==> src/rtl/mem_dev_bridge.sv <==
// mem_dev_bridge: MEM-stage data-side responder. Decodes each load/store into data memory or
// one of two timer devices, runs a registered request/ready handshake to the chosen target and
// stalls the pipeline until the target answers, then returns read data or an address error.
//
// Optional feature: define MEM_DEV_BRIDGE_TIMEOUT_EN to abort a BUSY wait after TIMEOUT_CYC
// cycles without dev_ready. When undefined, BUSY waits indefinitely.

module mem_dev_bridge #(
  parameter int unsigned TIMEOUT_CYC = 16,
  parameter logic [31:0] DM_TOP      = 32'h0000_2FFF
) (
  input  logic        clk,
  input  logic        reset,
  input  logic        cpu_req,
  input  logic        cpu_we,
  input  logic [31:0] cpu_addr,
  input  logic [3:0]  cpu_be,
  input  logic [31:0] cpu_wdata,
  input  logic        flush,
  output logic        cpu_stall,
  output logic        cpu_ack,
  output logic [31:0] cpu_rdata,
  output logic        cpu_addr_err,
  output logic        dev_req,
  output logic [1:0]  dev_sel,
  output logic        dev_we,
  output logic [3:0]  dev_be,
  output logic [31:0] dev_addr,
  output logic [31:0] dev_wdata,
  input  logic [31:0] dev_rdata,
  input  logic        dev_ready
);

  typedef enum logic [1:0] {
    StIdle,
    StBusy,
    StDone
  } state_e;

  localparam logic [31:0] Timer0First = 32'h0000_7F00;
  localparam logic [31:0] Timer0Last  = 32'h0000_7F0B;
  localparam logic [31:0] Timer1First = 32'h0000_7F10;
  localparam logic [31:0] Timer1Last  = 32'h0000_7F1B;

  localparam logic [1:0] SelDm     = 2'b00;
  localparam logic [1:0] SelTimer0 = 2'b01;
  localparam logic [1:0] SelTimer1 = 2'b10;

  state_e      state_q;
  logic [31:0] rdata_q;
  logic        err_q;

  logic        hit_dm;
  logic        hit_t0;
  logic        hit_t1;
  logic        hit_timer;
  logic        dec_err;
  logic [1:0]  dec_sel;

`ifdef MEM_DEV_BRIDGE_TIMEOUT_EN
  localparam int unsigned CntW = $clog2(TIMEOUT_CYC + 1);
  localparam logic [CntW-1:0] CntMax = CntW'(TIMEOUT_CYC);

  logic [CntW-1:0] cnt_q;
`endif

  // Address decode of the live CPU request; only acted upon in IDLE.
  always_comb begin
    hit_dm    = (cpu_addr <= DM_TOP);
    hit_t0    = (cpu_addr >= Timer0First) && (cpu_addr <= Timer0Last);
    hit_t1    = (cpu_addr >= Timer1First) && (cpu_addr <= Timer1Last);
    hit_timer = hit_t0 || hit_t1;
    dec_err   = 1'b0;
    if (!hit_dm && !hit_timer) begin
      dec_err = 1'b1;
    end else if (hit_timer && (cpu_be != 4'b1111)) begin
      // Timer registers are word-only.
      dec_err = 1'b1;
    end else if (hit_timer && cpu_we && (cpu_addr[3:2] == 2'b10)) begin
      // Offset 0x8 is the read-only count register.
      dec_err = 1'b1;
    end
    if (hit_t1) begin
      dec_sel = SelTimer1;
    end else if (hit_t0) begin
      dec_sel = SelTimer0;
    end else begin
      dec_sel = SelDm;
    end
  end

  // Transaction FSM with registered device-side outputs and response registers.
  always_ff @(posedge clk or negedge reset) begin
    if (!reset) begin
      state_q   <= StIdle;
      rdata_q   <= '0;
      err_q     <= 1'b0;
      dev_req   <= 1'b0;
      dev_sel   <= '0;
      dev_we    <= 1'b0;
      dev_be    <= '0;
      dev_addr  <= '0;
      dev_wdata <= '0;
`ifdef MEM_DEV_BRIDGE_TIMEOUT_EN
      cnt_q     <= '0;
`endif
    end else begin
      unique case (state_q)
        StIdle: begin
          if (cpu_req && !flush) begin
            if (dec_err) begin
              err_q   <= 1'b1;
              rdata_q <= '0;
              state_q <= StDone;
            end else begin
              dev_req   <= 1'b1;
              dev_sel   <= dec_sel;
              dev_we    <= cpu_we;
              dev_be    <= cpu_be;
              dev_addr  <= cpu_addr;
              dev_wdata <= cpu_wdata;
              err_q     <= 1'b0;
              rdata_q   <= '0;
              state_q   <= StBusy;
`ifdef MEM_DEV_BRIDGE_TIMEOUT_EN
              cnt_q     <= '0;
`endif
            end
          end
        end
        StBusy: begin
          // flush is deliberately ignored: an issued access always completes.
          if (dev_ready) begin
            rdata_q <= dev_we ? 32'h0 : dev_rdata;
            err_q   <= 1'b0;
            dev_req <= 1'b0;
            state_q <= StDone;
          end
`ifdef MEM_DEV_BRIDGE_TIMEOUT_EN
          else if (cnt_q == CntMax) begin
            rdata_q <= '0;
            err_q   <= 1'b1;
            dev_req <= 1'b0;
            state_q <= StDone;
          end else begin
            cnt_q <= cnt_q + 1'b1;
          end
`endif
        end
        StDone: begin
          state_q <= StIdle;
        end
        default: begin
          state_q <= StIdle;
        end
      endcase
    end
  end

  // CPU-side outputs; the ack is suppressed by a flush but the FSM still leaves DONE.
  always_comb begin
    cpu_stall    = cpu_req && (state_q != StDone);
    cpu_ack      = (state_q == StDone) && !flush;
    cpu_rdata    = rdata_q;
    cpu_addr_err = err_q;
  end

endmodule

==> config.mk <==
export PLATFORM = sky130hd
export DESIGN_NAME = mem_dev_bridge
export DESIGN_NICKNAME = d
export VERILOG_FILES = /design/src/rtl/mem_dev_bridge.sv
export SDC_FILE = /design/constraint.sdc
export NUM_CORES = 1
export LEC_CHECK = 0
export ABC_AREA = 1
export CORE_ASPECT_RATIO = 0.7
export CORE_MARGIN = 5
export CORE_UTILIZATION = 43
export DETAILED_ROUTE_END_ITERATION = 7
export GPL_TIMING_DRIVEN = 0
export PLACE_DENSITY = 0.85
export REMOVE_ABC_BUFFERS = 1
export SKIP_CTS_REPAIR_TIMING = 1
export SYNTH_ARGS = -nofsm -noshare
export SYNTH_HDL_FRONTEND = slang
export SYNTH_SLANG_ARGS = --single-unit
==> constraint.sdc <==
create_clock -name clk -period 2.5 [get_ports clk]
set_input_delay 0.25 -clock clk [delete_from_list [all_inputs] [get_ports clk]]
set_output_delay 0.25 -clock clk [all_outputs]
set_load 0.01 [all_outputs]
==> out/qor.yml <==
gpl.final_weighted_congestion: 0.834
critical_path.n_buffers_inverters: 2
reg2regPathDepth: 7
swShare_pct: 21.9
design.die.area_um2: 12200
multi_input_comb_area_um2: 1360
pwr_density_cell_nw_per_um2: 504
yosysSeqAreaShare_pct: 62.2
r2r_slack_ps: 700
cts_root_buffer: "sky130_fd_sc_hd__clkbuf_16"
synthDominantCellAreaShare_pct: 62.2
drt-wirelength-per-cell_um: 15.0
timing.critical_path.mode_cell: "sky130_fd_sc_hd__nand2_1"
post-route-period-util_pct: 82.9
fin_util_pct: 70.6
cts-buffers-inserted: 9
num_rows: 30
synthesis.yosys.warnings: 0
die_height_um: 93.7
chipWidth_um: 130
regArea_um2: 2680
power_uw: 3460
yosys.area.top_type: "sky130_fd_sc_hd__dfrtp_1"
crit_slowest_cell: "sky130_fd_sc_hd__clkdlybuf4s50_1"
worst_path_required_time_ps: 2730
max_cap_viols: 0
floorplan.io_pins: 213
postSynthAreaPerCell_um2: 8.56
postPlaceCellArea_um2: 6530
yosysUniqueCellTypes: 18
timing_worst_slew_pin_value_ps: 653
worst_hold_check_path_type: "in2reg"
drtIter0Drc: 250
postSynthRegisterBits: 107
filler_cell_count: 753
grt_max_degree: 66
cts_tree: "yes"
clock_power_share_pct: 41.2
fmax_mhz: 482
setup.worst_path.class: "in2reg"
antenna_diode_count: 0
rr_endpoint: "dev_wdata[26]"
power.internal_uw: 2700
drt-vias-per-instance: 4.76
h_tree_lvl_count: 3
number_of_antenna_violations_at_the_first_check_in_global_routing: 0
relSlewSlack_pct: 56.5
layout_setup_ws_ps: 427
rr_startpoint: "state_q[1]"
flow.area_growth_from_synthesis_pct: 59.4
clkLatencyLatePin_ps: 340
grt_overflow: 0
outcome: "finished clean"
leakage_uw: 0.00330
drt_drc_violations_left: 0
timing.critical_path.from_type: "input pin"
hold_path_startpoint: "cpu_wdata[4]"
postRouteAntennaNets: 0
post_synth_inst_count: 503
track_usage_pct: 20.8
finalWorstPathRequiredPeriod_ps: 2070
finalClockSkew_ps: 5.51
first_global_vias: 4074
fin_hold_viols: 0
total_switching_power_uw: 759
max-vdd-ir-drop_mv: 0.338
floorplan.initialDensity_pct: 44.3
num-nets-final: 813
clkSinkCount: 107
post-place-ws_ps: -1110
worst-path-max-fanout: 65
final_max_slew_viol_count: 0
pwr-share-seq_pct: 50.4
setup-tns-final_ps: 0
post_synth_instance_area_um2: 4310
crit_path_end_kind: "flop"
grt_first_pass_wirelength_mm: 20.1
finish_stage_setup_viols: 0
dr.pass1.iters: 4
critPathArrivalTime_ps: 2300
detailroute.via_count: 3997
cp-startpoint: "cpu_addr[3]"
fin_area_um2: 6870
dpl.hpwl_mm: 9.23
power.share.combinational_pct: 8.4
critPathTopFamily: "simple AND/OR/NAND/NOR gates"
min_to: "dev_wdata[4]"
cts_max_path_buffers: 2
netlist_top_cells_area: "sky130_fd_sc_hd__dfrtp_1 62%, sky130_fd_sc_hd__nand2_1 21%, sky130_fd_sc_hd__o21ai_0 4.5%"
worst_setup_hold_path_clk_slew_ps: 70
min_delay_path_depth: 3
placeableCoreArea_um2: 9720
final_layout_size_suffix_gt1_share_pct: 3.79
critical_path.cell_chain: "clkdlybuf4s50_1, nand2_1, nand4_1, nor2_1, nand2_1, nand2_1, nand2_1, nand2_2, nand2_8, clkinv_8, nand2_1, nand2_1"
cpPeakStageDelay_ps: 550
port_buffers: 212
finalWirelength_mm: 12.6
rsz_0062_raised_after_global_routing: "no"
[flip-flops by register name, summed over array words and instances, names as in the netlist]
signal	flops
dev_req	1
dev_sel	2
state_q	2
dev_wdata	32
cpu_rdata	32
dev_addr	32
cpu_addr_err	1
dev_we	1
dev_be	4
[worst min-delay path: cells and delay by family]
kind | cells | cell delay (ps)
buffers and inverters | 1 | 390
AND/OR/NAND/NOR | 2 | 100
[placed cells by master, fill, tap and decap left out, types with 2 or more instances in the layout]
master / count
sky130_fd_sc_hd__nand2_1: 240
sky130_fd_sc_hd__clkdlybuf4s50_1: 211
sky130_fd_sc_hd__dfrtp_1: 107
sky130_fd_sc_hd__inv_1: 42
sky130_fd_sc_hd__o21ai_0: 39
sky130_fd_sc_hd__nor2_1: 31
sky130_fd_sc_hd__clkbuf_16: 9
sky130_fd_sc_hd__nand4_1: 5
sky130_fd_sc_hd__nand3_1: 4
sky130_fd_sc_hd__a21oi_1: 3
sky130_fd_sc_hd__clkinvlp_4: 2
sky130_fd_sc_hd__inv_6: 2
[cell usage after synthesis]
master and count:
sky130_fd_sc_hd__nand2_1 240, sky130_fd_sc_hd__dfrtp_1 107, sky130_fd_sc_hd__inv_1 42, sky130_fd_sc_hd__o21ai_0 39, sky130_fd_sc_hd__nor2_1 32, sky130_fd_sc_hd__clkbuf_1 10
sky130_fd_sc_hd__buf_2 7, sky130_fd_sc_hd__buf_6 5, sky130_fd_sc_hd__nand4_1 5, sky130_fd_sc_hd__a21oi_1 4, sky130_fd_sc_hd__nand3_1 4, sky130_fd_sc_hd__nand2_2 2
sky130_fd_sc_hd__a31o_2 1, sky130_fd_sc_hd__and2_1 1, sky130_fd_sc_hd__buf_4 1, sky130_fd_sc_hd__inv_2 1, sky130_fd_sc_hd__nor2_4 1, sky130_fd_sc_hd__nor4_1 1
[cells by family after synthesis]
logic type	count (synthesis)	synth area share [%]
flops	107	62.2
buf+inv	66	6.91
simple gates	286	25.7
compound gates	44	5.20
[worst max-delay path by stage]
stage	cells past startpoint	end	slack (ps)
6_report	12	dev_wdata[26]	430
5_1_grt	14	dev_wdata[1]	230
4_1_cts	13	dev_wdata[1]	-780
3_5_place_dp	13	dev_addr[7]	-1110
3_3_place_gp	1	cpu_rdata[13]	-2710
2_1_floorplan	7	dev_req	-610
[metal layers]
metal  track usage [%]  routed length (um)
met1              25.2                4930
met2              35.9                6430
met3              5.85                 943
met4              6.31                 259
met5                 0                   0
[power groups by stage]
| stage | logic (uW) | clock network, uW | registers [uW] |
|---|---|---|---|
| 2_1_floorplan | 39.3 | 0 | 1780 |
| 3_3_place_gp | 273 | 0 | 1780 |
| 3_5_place_dp | 289 | 0 | 1780 |
| 4_1_cts | 291 | 1460 | 1740 |
| 5_1_grt | 318 | 1550 | 1740 |
| 6_report | 291 | 1430 | 1740 |
[per-stage QoR]
step	hold slack, ps	instances
detailed placement	320	823
CTS	-50.5	839
global route	434	840
floorplan	-45.6	480
finish	443	840
global placement	454	820
[layout make-up]
type | instances | share of cell area (%)
clock buffers | 9 | 3.28
clock inverters | 7 | 1.11
inverters | 43 | 2.53
multi-input cells | 330 | 19.8
flip-flops and latches | 107 | 39.0
well taps | 128 | 2.33
repair buffers | 216 | 31.9
No activity file was read; power rests on OpenSTA's default activity.
